==> src/rtl/i2s_pkg.sv <==
// Shared types and helpers for the I2S transmit serializer.
// Holds FSM states, channel codes and counter sizing.
package i2s_pkg;

    typedef enum logic [1:0] {
        IDLE,
        PREFILL,
        RUN
    } tx_state_t;

    localparam logic LEFT  = 1'b0;
    localparam logic RIGHT = 1'b1;

    // FIFO status and enable, frozen on each BCLK rise
    typedef struct packed {
        logic en;
        logic hw;
        logic lw;
    } ctl_t;

    function automatic int cnt_width(input int slot_bits);
        return (slot_bits > 1) ? $clog2(slot_bits) : 1;
    endfunction

endpackage

==> src/rtl/i2s_bclk_gen.sv <==
// BCLK divider: toggles bclk every CLK_DIV clk while run=1.
// Ports: clk, reset_n, run in; bclk, rise_stb, fall_stb out.
module i2s_bclk_gen #(
    parameter int CLK_DIV = 8
) (
    input  logic clk,
    input  logic reset_n,
    input  logic run,
    output logic bclk,
    output logic rise_stb,
    output logic fall_stb
);

    localparam int DW = (CLK_DIV > 1) ? $clog2(CLK_DIV) : 1;

    logic [DW-1:0] div;
    logic          wrap;

    assign wrap     = run && (div == DW'(CLK_DIV - 1));
    assign rise_stb = wrap && !bclk;
    assign fall_stb = wrap && bclk;

    always_ff @(posedge clk or negedge reset_n) begin
        if (!reset_n) begin
            div  <= '0;
            bclk <= 1'b0;
        end else if (!run) begin
            div  <= '0;
            bclk <= 1'b0;
        end else if (wrap) begin
            div  <= '0;
            bclk <= ~bclk;
        end else begin
            div  <= div + 1'b1;
        end
    end

endmodule

==> src/rtl/i2s_tx_serializer.sv <==
// I2S transmitter: pops FIFO words per slot, shifts them out MSB first.
// Ports: clk, reset_n, enable, fifo_dout/hw/lw in; fifo_pop, bclk,
// lrclk, sdata, running, underrun_count out.
module i2s_tx_serializer
    import i2s_pkg::*;
#(
    parameter int WORD_BITS = 24,
    parameter int SLOT_BITS = 32,
    parameter int CLK_DIV   = 8,
    parameter int UCNT_BITS = 16
) (
    input  logic                 clk,
    input  logic                 reset_n,
    input  logic                 enable,
    input  logic [WORD_BITS-1:0] fifo_dout,
    input  logic                 fifo_hw,
    input  logic                 fifo_lw,
    output logic                 fifo_pop,
    output logic                 bclk,
    output logic                 lrclk,
    output logic                 sdata,
    output logic                 running,
    output logic [UCNT_BITS-1:0] underrun_count
);

    localparam int KW = cnt_width(SLOT_BITS);

    tx_state_t      state;
    tx_state_t      state_nx;
    ctl_t           ctl;
    logic           clk_run;
    logic           rise_stb;
    logic           fall_stb;
    logic [KW-1:0]  k;
    logic           ch;
    logic           ch_nx;
    logic           started;
    logic           wrap;
    logic           left_bnd;
    logic           pop_nx;
    logic           load_data;
    logic           urun;
    logic [WORD_BITS-1:0] sr;

    assign clk_run = (state != IDLE);
    assign running = (state == RUN);

    i2s_bclk_gen #(
        .CLK_DIV (CLK_DIV)
    ) u_bclk (
        .clk      (clk),
        .reset_n  (reset_n),
        .run      (clk_run),
        .bclk     (bclk),
        .rise_stb (rise_stb),
        .fall_stb (fall_stb)
    );

    // First fall after leaving IDLE opens a left slot
    assign wrap = fall_stb &&
                  (!started || k == KW'(SLOT_BITS - 1));
    assign ch_nx    = started ? ~ch : LEFT;
    assign left_bnd = wrap && (ch_nx == LEFT);

    always_comb begin
        state_nx  = state;
        pop_nx    = 1'b0;
        load_data = 1'b0;
        urun      = 1'b0;
        unique case (state)
            IDLE: begin
                if (enable)
                    state_nx = PREFILL;
            end
            PREFILL: begin
                if (left_bnd && !ctl.en) begin
                    state_nx = IDLE;
                end else if (left_bnd && ctl.hw) begin
                    state_nx  = RUN;
                    pop_nx    = 1'b1;
                    load_data = 1'b1;
                end
            end
            RUN: begin
                if (wrap) begin
                    urun = ctl.lw;
                    if (left_bnd && !ctl.en) begin
                        state_nx = IDLE;
                    end else if (ctl.lw) begin
                        state_nx = PREFILL;
                    end else begin
                        pop_nx    = 1'b1;
                        load_data = 1'b1;
                    end
                end
            end
            default: state_nx = IDLE;
        endcase
    end

    always_ff @(posedge clk or negedge reset_n) begin
        if (!reset_n) begin
            state          <= IDLE;
            ctl            <= '0;
            k              <= '0;
            ch             <= LEFT;
            started        <= 1'b0;
            sr             <= '0;
            lrclk          <= 1'b0;
            sdata          <= 1'b0;
            fifo_pop       <= 1'b0;
            underrun_count <= '0;
        end else begin
            state    <= state_nx;
            fifo_pop <= pop_nx;
            if (rise_stb)
                ctl <= '{en: enable, hw: fifo_hw, lw: fifo_lw};
            if (urun && underrun_count != '1)
                underrun_count <= underrun_count + 1'b1;
            if (state_nx == IDLE) begin
                k       <= '0;
                ch      <= LEFT;
                started <= 1'b0;
                sr      <= '0;
                lrclk   <= 1'b0;
                sdata   <= 1'b0;
            end else if (wrap) begin
                k       <= '0;
                ch      <= ch_nx;
                lrclk   <= ch_nx;
                started <= 1'b1;
                sdata   <= 1'b0;
                sr      <= load_data ? fifo_dout : '0;
            end else if (fall_stb) begin
                k <= k + 1'b1;
                // new k in 1..WORD_BITS carries data
                if (k < KW'(WORD_BITS)) begin
                    sdata <= sr[WORD_BITS-1];
                    sr    <= sr << 1;
                end else begin
                    sdata <= 1'b0;
                end
            end
        end
    end

endmodule

==> config.mk <==
export PLATFORM = sky130hd
export DESIGN_NAME = i2s_tx_serializer
export DESIGN_NICKNAME = d
export VERILOG_FILES = /design/src/rtl/i2s_pkg.sv /design/src/rtl/i2s_bclk_gen.sv /design/src/rtl/i2s_tx_serializer.sv
export SDC_FILE = /design/constraint.sdc
export NUM_CORES = 1
export LEC_CHECK = 0
export ABC_AREA = 1
export BUFFER_PORTS_ARGS = -buffer_cell sky130_fd_sc_hd__buf_2
export CAP_MARGIN = 15
export CORE_ASPECT_RATIO = 1.2
export CORE_UTILIZATION = 45
export DETAILED_ROUTE_END_ITERATION = 10
export PLACE_DENSITY = 0.63
export SLEW_MARGIN = 10
export SYNTH_ARGS = -nofsm -noshare
export SYNTH_HDL_FRONTEND = slang
export SYNTH_HIERARCHICAL = 1
export SYNTH_SLANG_ARGS = --single-unit
export TNS_END_PERCENT = 50
==> constraint.sdc <==
create_clock -name clk -period 3.2 [get_ports clk]
set_clock_uncertainty 0.1 [all_clocks]
set_input_delay 0 -clock clk [delete_from_list [all_inputs] [get_ports clk]]
set_output_delay 0 -clock clk [all_outputs]
set_load 0.02 [all_outputs]
## Word-level counts from Yosys, hierarchy flattened

Cells that the tools add are included.

- Equality and inequality tests: 6
- Muxes and demuxes: 36
- Multipliers: 0
- Add/sub/neg operators: 3
- Order comparisons: 1
- Reductions and logical operators: 19
- Bitwise operators: 3
- Div/mod/pow operators: 0
- Shift operators: 0

Operators by type and width:

| cell | number |
|---|---|
| $mux W24 | 5 |
| $mux W1 | 18 |
| $add A16 B1 Y16 const B | 1 |
| $ne A16 B16 Y1 const B | 1 |
| $mux W5 | 3 |
| $mux W2 | 6 |
| $logic_and A1 B1 Y1 | 8 |
| $mux W3 | 2 |
| $pmux W2 S3 | 1 |
| $reduce_bool A3 Y1 | 2 |
| $add A5 B1 Y5 const B | 1 |
| $eq A5 B5 Y1 const B | 1 |
| $lt A5 B5 Y1 const B | 1 |
| $logic_not A2 Y1 | 2 |
| $reduce_bool A2 Y1 | 2 |
| $add A3 B1 Y3 const B | 1 |
| $eq A3 B3 Y1 const B | 1 |
| $logic_not A1 Y1 | 3 |
| $not A1 Y1 | 3 |
| $eq A2 B1 Y1 const B | 1 |
| $eq A2 B2 Y1 const B | 1 |
| $ne A2 B2 Y1 const B | 1 |
| $pmux W1 S2 | 1 |
| $reduce_and A2 Y1 | 1 |
| $logic_or A1 B1 Y1 | 1 |

- Bits in writable memories: 0
- Bits in read-only memories: 0
- Latch bits: 0
- Logic and storage cells: 81
- Output and inout bits: 21
- Memories kept: 0
- Register bits after elaboration: 58

## Longest topological paths before layout

Gate-level depths: netlist (run 1).

- Depth in word-level cells: 12
- Gate-level depth with buffers: 19
- Mapped depth without buffers: 18

## Cells and area by module

The synthesis (run 1) kept the hierarchy.

By module, submodules not included:

| module | area an instance (um^2) | times used | cells an instance |
|---|---|---|---|
| i2s_tx_serializer | 3050.4 | 1 | 384 |
| i2s_bclk_gen | 180.2 | 1 | 20 |

## Least setup slack after synthesis (run 1)

OpenSTA, ideal clock, no wires.

- Kind: reg2reg
- From: register state[0]
- To: register underrun_count[4]
- Data required time: 2.976 ns
- Clock period less this slack: 2.229 ns
- Buffers on the path: 0
- Data arrival time: 2.005 ns
- Setup time: 0.124 ns
- Cell stages (with the launch flop): 12
- Setup slack: 0.971 ns
- Path through: dfrtp_1 -> inv_1 -> ha_1 -> inv_1 -> nand2_1 -> nor2_1 -> nand4_1 -> a31oi_2 -> inv_2 -> nor2_2 -> nand3_1 -> xor2_1

- Cells in the longest elaborated chain, start to end: 7

Ends and longest elaborated chain:

| item | line | source |
|---|---|---|
| start: declaration | i2s_tx_serializer.sv:28 | `tx_state_t state;` |
| start signal: assignment | i2s_tx_serializer.sv:114 | `state <= state_nx;` |
| $reduce_bool A2 Y1 | i2s_tx_serializer.sv:45 | `assign clk_run = (state != IDLE);` |
| named net clk_run | i2s_tx_serializer.sv:31 | `logic clk_run;` |
| $logic_and A1 B1 Y1 | i2s_bclk_gen.sv:19 | `assign wrap = run && (div == DW'(CLK_DIV - 1));` |
| $logic_and A1 B1 Y1 | i2s_bclk_gen.sv:21 | `assign fall_stb = wrap && bclk;` |
| named net fall_stb | i2s_tx_serializer.sv:33 | `logic fall_stb;` |
| $logic_and A1 B1 Y1 | i2s_tx_serializer.sv:60 | `assign wrap = fall_stb &&` |
| $mux W1 | i2s_tx_serializer.sv:85 | `if (wrap) begin` |
| $mux W1 | i2s_tx_serializer.sv:70 | `unique case (state)` |
| $logic_and A1 B1 Y1 | i2s_tx_serializer.sv:118 | `if (urun && underrun_count != '1)` |
| end signal: assignment | i2s_tx_serializer.sv:119 | `underrun_count <= underrun_count + 1'b1;` |
| end: declaration | i2s_tx_serializer.sv:23 | `output logic [UCNT_BITS-1:0] underrun_count` |

The timed path passes the listed nets, and every way through them passes these cells.
A chain may end at the register's enable or synchronous reset.

## Worst setup path in the final report (run 1)

- From: register state[0]
- To: register sr[15]

- Cells in the longest elaborated chain, start to end: 12

Ends and longest elaborated chain:

| item | line | source |
|---|---|---|
| $reduce_bool A2 Y1 (*) | i2s_tx_serializer.sv:45 |  |
| named net clk_run | i2s_tx_serializer.sv:31 |  |
| $logic_and A1 B1 Y1 (*) | i2s_bclk_gen.sv:19 |  |
| $logic_and A1 B1 Y1 (*) | i2s_bclk_gen.sv:21 |  |
| named net fall_stb | i2s_tx_serializer.sv:33 |  |
| $logic_and A1 B1 Y1 | i2s_tx_serializer.sv:60 |  |
| $logic_and A1 B1 Y1 | i2s_tx_serializer.sv:63 | `assign left_bnd = wrap && (ch_nx == LEFT);` |
| $logic_and A1 B1 Y1, on equally long branches | i2s_tx_serializer.sv:76, i2s_tx_serializer.sv:87, i2s_tx_serializer.sv:78 |  |
| $mux W2, or another cell as far along | i2s_tx_serializer.sv:87 | `if (left_bnd && !ctl.en) begin` |
| $mux W2, or another cell as far along | i2s_tx_serializer.sv:85 |  |
| $pmux W2 S3 or $pmux W1 S2 (tied branches) | i2s_tx_serializer.sv:70 |  |
| $logic_not A2 Y1 or $mux W24 (tied branches) | i2s_tx_serializer.sv:120, i2s_tx_serializer.sv:133 |  |
| $reduce_bool A3 Y1 (no line) or $mux W24 (tied branches) | n/a |  |
| $reduce_and A2 Y1 (no line) or $mux W24 (tied branches) | n/a |  |
| end signal: assignment | i2s_tx_serializer.sv:133 | `sr <= load_data ? fifo_dout : '0;` |
| end signal: assignment | i2s_tx_serializer.sv:139 | `sr <= sr << 1;` |
| end: declaration | i2s_tx_serializer.sv:43 | `logic [WORD_BITS-1:0] sr;` |

The timed path passes the listed nets; every way through them passes the cells marked *.

==> results.yml, run 1 <==
run_status:
  status: "completed"
timing:
  rsz0062_at_grt: "no"
  tns_ns: 0
  worst_pin_slew_ns: 0.8715
  hold_violations: 0
  slew_violations: 0
  slew_headroom: 0.4190
  max_freq_mhz: 353.6
  setup_viol: 0
  post-route-period-util: 0.8838
  min_period_ns: 2.828
global_route:
  grt_max_degree: 39
  grt_antenna_before_repair: 0
  first_global_vias: 2832
  grt_pass1_wl_um: 12300
  grt.total_usage: 0.2115
  gr-total-overflow: 0
detailed_routing:
  avgRoutedWirePerCell_um: 13.03
  drtIter0Drc: 169
  drt-total-wl_um: 7442
  avgViaCountPerCell: 5.095
  vias: 2909
  drc: 0
  firstDrtPassIters: 4
  ant_nets: 0
clock_network:
  cts_sinks: 58
  tritoncts: "built"
  cts_hold_buf: 28
  cts_buffers: 9
  clockRootBuffer: "clkbuf_8"
  cts_setup_buffers: 0
  path_clk_slew_ns: 0.07
  clockBufferDepth: 2
  clk_latency_ns: 0.33
  cts_max_level: 3
  cts_resized: 0
place:
  dp_hpwl_um: 4931
  portBuffers: 49
  routabilityCongestion: 0.8683
floorplanning:
  ioPinCount: 50
  fp.dieH_um: 94.82
  core-area_mm2: 0.006895
  initial_core_util: 0.4685
  die_area_mm2: 0.007523
  rows: 33
  die_w_um: 79.35
synthesis:
  yosysUniqueCellTypes: 31
  syn_inst: 404
  async_flop_share: 1.000
  synthDominantCellAreaShare: 0.4493
  synth_warnings: 6
  seq_area_frac_synth: 0.4493
  synth_edf_count: 0
  synth_common_cells: "151 x nand2_1, 58 x dfrtp_1, 38 x nand3_1, 36 x inv_1, 23 x o2111ai_1"
  syn_nets: 442
  syn-mean-instance-area_um2: 7.997
  yosysMostFrequentCell: "nand2_1"
  dominantRegCellSynth: "dfrtp_1"
  synth_top_area_cell: "dfrtp_1"
  yosys-top-cells-area: "dfrtp_1 45%, nand2_1 18%, o2111ai_1 6.2%"
  syn_area_mm2: 0.003231
  ys_ff_latch: 58
layout:
  layout-drive-gt1-share: 0.1777
  post-route-util: 0.5807
  nFillCells: 610
  nNetsFinal: 517
  n_antenna_cell: 0
  syn2layout_area_growth_pct: 23.93
setup_path:
  r2r_start: "state[0]$_DFF_PN0_"
  rr_endpoint: "sr[15]$_DFFE_PN0P_"
  path_max_fanout: 30
  worstSetupPathType: "reg2reg"
  required_ns: 3.31
  ff2ff_setup_slack_ns: 0.37
  reg2reg_depth: 17
  worst_setup_path_start_kind: "register"
  cp.arrival_ns: 2.94
  crit_path_end_kind: "register"
run:
  drv_cap: 0
worst_hold_path:
  hold_class: "in2async"
pwr:
  p_leak_uw: 0.002164
  power_density_mw_per_mm2: 493.3
  vdd_drop_max_mv: 0.2841
==> power breakdown <==
group	leakage (uW)	switching, uW	internal [uW]
Sequential	0.000796	23.6	773
Clock	0.000105	290	398
Combinational	0.00126	351	140
Total	0.00216	664	1310
==> worst max-delay path, stage by stage, from the launching register on <==
cell and delay, ns:
dfrtp_1 0.39, inv_1 0.09, ha_1 0.21, inv_1 0.15, nand2_1 0.09, nor2_2 0.13
buf_4 0.34, nand4_1 0.22, nand2_1 0.11, inv_1 0.04, nand2_1 0.04, nand2_1 0.04
nand2_1 0.09, nand2_2 0.16, nand2_2 0.16, nand2_4 0.18, nand2_1 0.10, nand2_1 0.06
==> area by class of cell <==
cell class | count | area [um2] | area share
Inverter | 37 | 138.9 | 0.03469
Sequential cell | 58 | 1451 | 0.3625
Clock buffer | 11 | 151.4 | 0.03781
Tap cell | 87 | 108.9 | 0.02719
Clock inverter | 5 | 52.55 | 0.01313
Multi-Input combinational cell | 290 | 1530 | 0.3822
Timing Repair Buffer | 83 | 570.5 | 0.1425
==> cell families (layout without fill, tap and decap cells) <==
logic type	count (synthesis)	count (layout)	synth area share
adders and majority gates	9	9	0.03486
DFF	58	58	0.4493
AOI/OAI and AO/OA	34	34	0.08366
xor gates and xnor gates	16	16	0.04338
and+or+nand+nor	230	230	0.3075
muxes	1	1	0.003485
buffers and inverters	56	136	0.07784
==> through the flow <==
stage / hold slack, ns / power [uW] / instance area [um2] / setup WS [ns] / std cells
floorplan: -0.3956 / 1211 / 3231 / 0.9710 / 404
global placement: 0.07996 / 1268 / 3520 / 0.4034 / 527
detailed placement: 0.07200 / 1279 / 3520 / 0.3771 / 527
CTS: 0.2499 / 1998 / 4004 / 0.3579 / 571
global route: 0.3042 / 2080 / 4004 / 0.04594 / 571
finish: 0.2239 / 1975 / 4004 / 0.3718 / 571
==> registers in the layout, indices dropped and copies added, names as in the netlist <==
| signal | count |
|---|---|
| ctl | 3 |
| u_bclk/div | 3 |
| k | 5 |
| u_bclk/bclk | 1 |
| sdata | 1 |
| sr | 24 |
| started | 1 |
| ch | 1 |
| state | 2 |
| underrun_count | 16 |
| fifo_pop | 1 |
==> layout by cell type, fill, tap and decap left out, types with 2 or more instances in the layout <==
| master | count |
|---|---|
| nand4_2 | 2 |
| dfrtp_1 | 58 |
| nor2_1 | 17 |
| o21ai_0 | 6 |
| xnor2_1 | 6 |
| nor2_2 | 3 |
| dlygate4sd3_1 | 28 |
| nand3_1 | 38 |
| clkinv_2 | 3 |
| nor3_1 | 5 |
| o2111ai_1 | 23 |
| buf_4 | 6 |
| nand4_1 | 5 |
| xor2_1 | 10 |
| buf_2 | 49 |
| inv_1 | 36 |
| clkbuf_8 | 11 |
| nand3_2 | 2 |
| nand2_1 | 151 |
| nand2_2 | 3 |
| ha_1 | 9 |
==> layer usage <==
layer	global-route usage	vias up	part of all wire
li1	-	1478	-
met1	0.2634	1364	0.48
met2	0.3570	56	0.48
met3	0.04734	11	0.032
met4	0.07879	0	0.014
met5	0	-	0
==> worst max path at each step <==
stage / startpoint / end / slack, ns
floorplan: state[0]$_DFF_PN0_ / underrun_count[4]$_DFFE_PN0P_ / 0.97
global placement: k[0]$_DFFE_PN0P_ / ch$_DFFE_PN0P_ / 0.40
detailed placement: state[0]$_DFF_PN0_ / sr[5]$_DFFE_PN0P_ / 0.38
CTS: state[0]$_DFF_PN0_ / sr[7]$_DFFE_PN0P_ / 0.36
global route: state[0]$_DFF_PN0_ / sr[21]$_DFFE_PN0P_ / 0.05
finish: state[0]$_DFF_PN0_ / sr[15]$_DFFE_PN0P_ / 0.37
Power figures use the tool's default switching activity.
==> run 2: changes to the inputs <==
- BUFFER_PORTS_ARGS: -buffer_cell sky130_fd_sc_hd__buf_2 -> -buffer_cell sky130_fd_sc_hd__clkbuf_2
==> run 2 against run 1 <==
Effect of this change: setup slack worse by 0.027 ns; fmax decreased by 0.95%; final cell count unchanged; worst hold slack worse by 0.12 ns; sequential share of layout area increased by 0.18 points; final area is 0.50% lower; clock power shrank 4.9%; sequential power about the same; global-route usage rose by 0.99 points; via count decreased by 0.55%; wire length rose by 0.85%; critical endpoint is now ch$_DFFE_PN0P_; largest cell class unchanged; highest routed layer unchanged.
==> results.yml, run 2 (synthesis results as in run 1) <==
floorplanning:
  rows: 33
  initial_core_util: 0.4685
  core-area_mm2: 0.006895
  die_w_um: 79.35
  ioPinCount: 50
  fp.dieH_um: 94.82
  die_area_mm2: 0.007523
pwr:
  power_density_mw_per_mm2: 486.3
  p_leak_uw: 0.002147
  vdd_drop_max_mv: 0.2950
setup_path:
  worst_setup_path_start_kind: "register"
  worstSetupPathType: "reg2reg"
  crit_path_end_kind: "register"
  required_ns: 3.33
  cp.arrival_ns: 2.98
  path_max_fanout: 20
detailed_routing:
  ant_nets: 0
  drt-total-wl_um: 7505
  avgRoutedWirePerCell_um: 13.14
  avgViaCountPerCell: 5.067
  firstDrtPassIters: 4
  drtIter0Drc: 126
  drc: 0
  vias: 2893
clock_network:
  tritoncts: "built"
  cts_setup_buffers: 0
  path_clk_slew_ns: 0.07
  cts_buffers: 9
  clockRootBuffer: "clkbuf_8"
  cts_sinks: 58
  clockBufferDepth: 2
  clk_latency_ns: 0.34
  cts_max_level: 3
layout:
  top_register: "sr"
  final_cell_mix: "151 x nand2_1, 58 x dfrtp_1, 49 x clkbuf_2, 38 x nand3_1, 36 x inv_1"
  reg_top3: "sr (24), underrun_count (16), k (5)"
  layout-drive-gt1-share: 0.1777
  post-route-util: 0.5778
  syn2layout_area_growth_pct: 23.32
  n_antenna_cell: 0
  largest_reg_flops: 24
  final_common_cell: "nand2_1"
  nNetsFinal: 517
timing:
  max_freq_mhz: 350.2
  min_period_ns: 2.855
  post-route-period-util: 0.8923
  worst_pin_slew_ns: 0.8096
  hold_slack_ns: 0.1004
  slew_headroom: 0.4590
  hold_violations: 0
  slew_violations: 0
  tns_ns: 0
  setup_viol: 0
  rsz0062_at_grt: "no"
place:
  routabilityCongestion: 0.8605
  portBuffers: 49
  dp_hpwl_um: 4973
global_route:
  grt.total_usage: 0.2214
  gr-total-overflow: 0
  grt_antenna_before_repair: 0
  grt_pass1_wl_um: 12800
  first_global_vias: 2856
  grt_max_degree: 37
run_status:
  status: "completed"
worst_hold_path:
  hold_class: "in2async"
run:
  drv_cap: 0
## run 2: cell types whose count changed in the layout (fill, tap and decap cells not counted), sizes merged
cell      change
clkinvlp      -1
buf          -49
clkinv        +3
clkbuf       +47
## run 2: stage by stage
stage / setup WS (ns) / cells / cell area [um2] / total power (uW)
floorplan: 0.9710 / 404 / 3231 / 1211
global placement: 0.4110 / 527 / 3520 / 1269
detailed placement: 0.3662 / 527 / 3520 / 1276
CTS: 0.3469 / 571 / 3984 / 1958
global route: 0.04392 / 571 / 3984 / 2051
finish: 0.3447 / 571 / 3984 / 1937
## run 2: cell type report
cell class	count	area, um2
repair buffers	83	570.5
clock buffers	9	123.9
clock inverters	7	60.06
inverters	37	138.9
multi-input cells	290	1530
flip-flops and latches	58	1451
well taps	87	108.9
fillers	642	2912
## run 2: final timing paths
path	start	to	slack [ns]	cells after the start
min in group clk	fifo_lw	ctl[0]$_DFFE_PN0P_	0.32	4
worst min register to register	u_bclk/div[0]$_DFF_PN0_	u_bclk/div[0]$_DFF_PN0_	0.33	1
worst max-delay path	state[0]$_DFF_PN0_	ch$_DFFE_PN0P_	0.34	14
max in group asynchronous	reset_n	underrun_count[5]$_DFFE_PN0P_	2.01	3
worst min-delay path	reset_n	ctl[2]$_DFFE_PN0P_	0.10	2
worst max register to register	state[0]$_DFF_PN0_	ch$_DFFE_PN0P_	0.34	14
## run 2: repair_timing
action / in CTS / in global routing
hold buffers: 28 / 0
gates resized for setup: 0 / 0
endpoints found under the hold margin: 50 / 0
## run 2: worst max-delay path, cell delays in order (launching register included)
cell      delay, ns
dfrtp_1        0.39
inv_1          0.09
ha_1           0.21
inv_1          0.16
nand2_1        0.09
nor2_2         0.13
nand2_2        0.26
nor2_4         0.18
nand4_2        0.13
nand2_1        0.10
nand3_2        0.10
nand2_2        0.21
buf_4          0.30
inv_1          0.09
a211oi_1       0.21
## run 2: report_power, final
part | switching, uW | internal (uW)
Sequential | 23.4 | 773
Clock | 304 | 351
Combinational | 347 | 140
Total | 674 | 1260
## run 2: layer usage
metal	GRT usage	vias up	routed length [um]
met3	0.03575	16	240
li1	-	1472	-
met2	0.3664	61	3504
met4	0.1136	0	208
met1	0.2781	1344	3552
met5	0	-	0
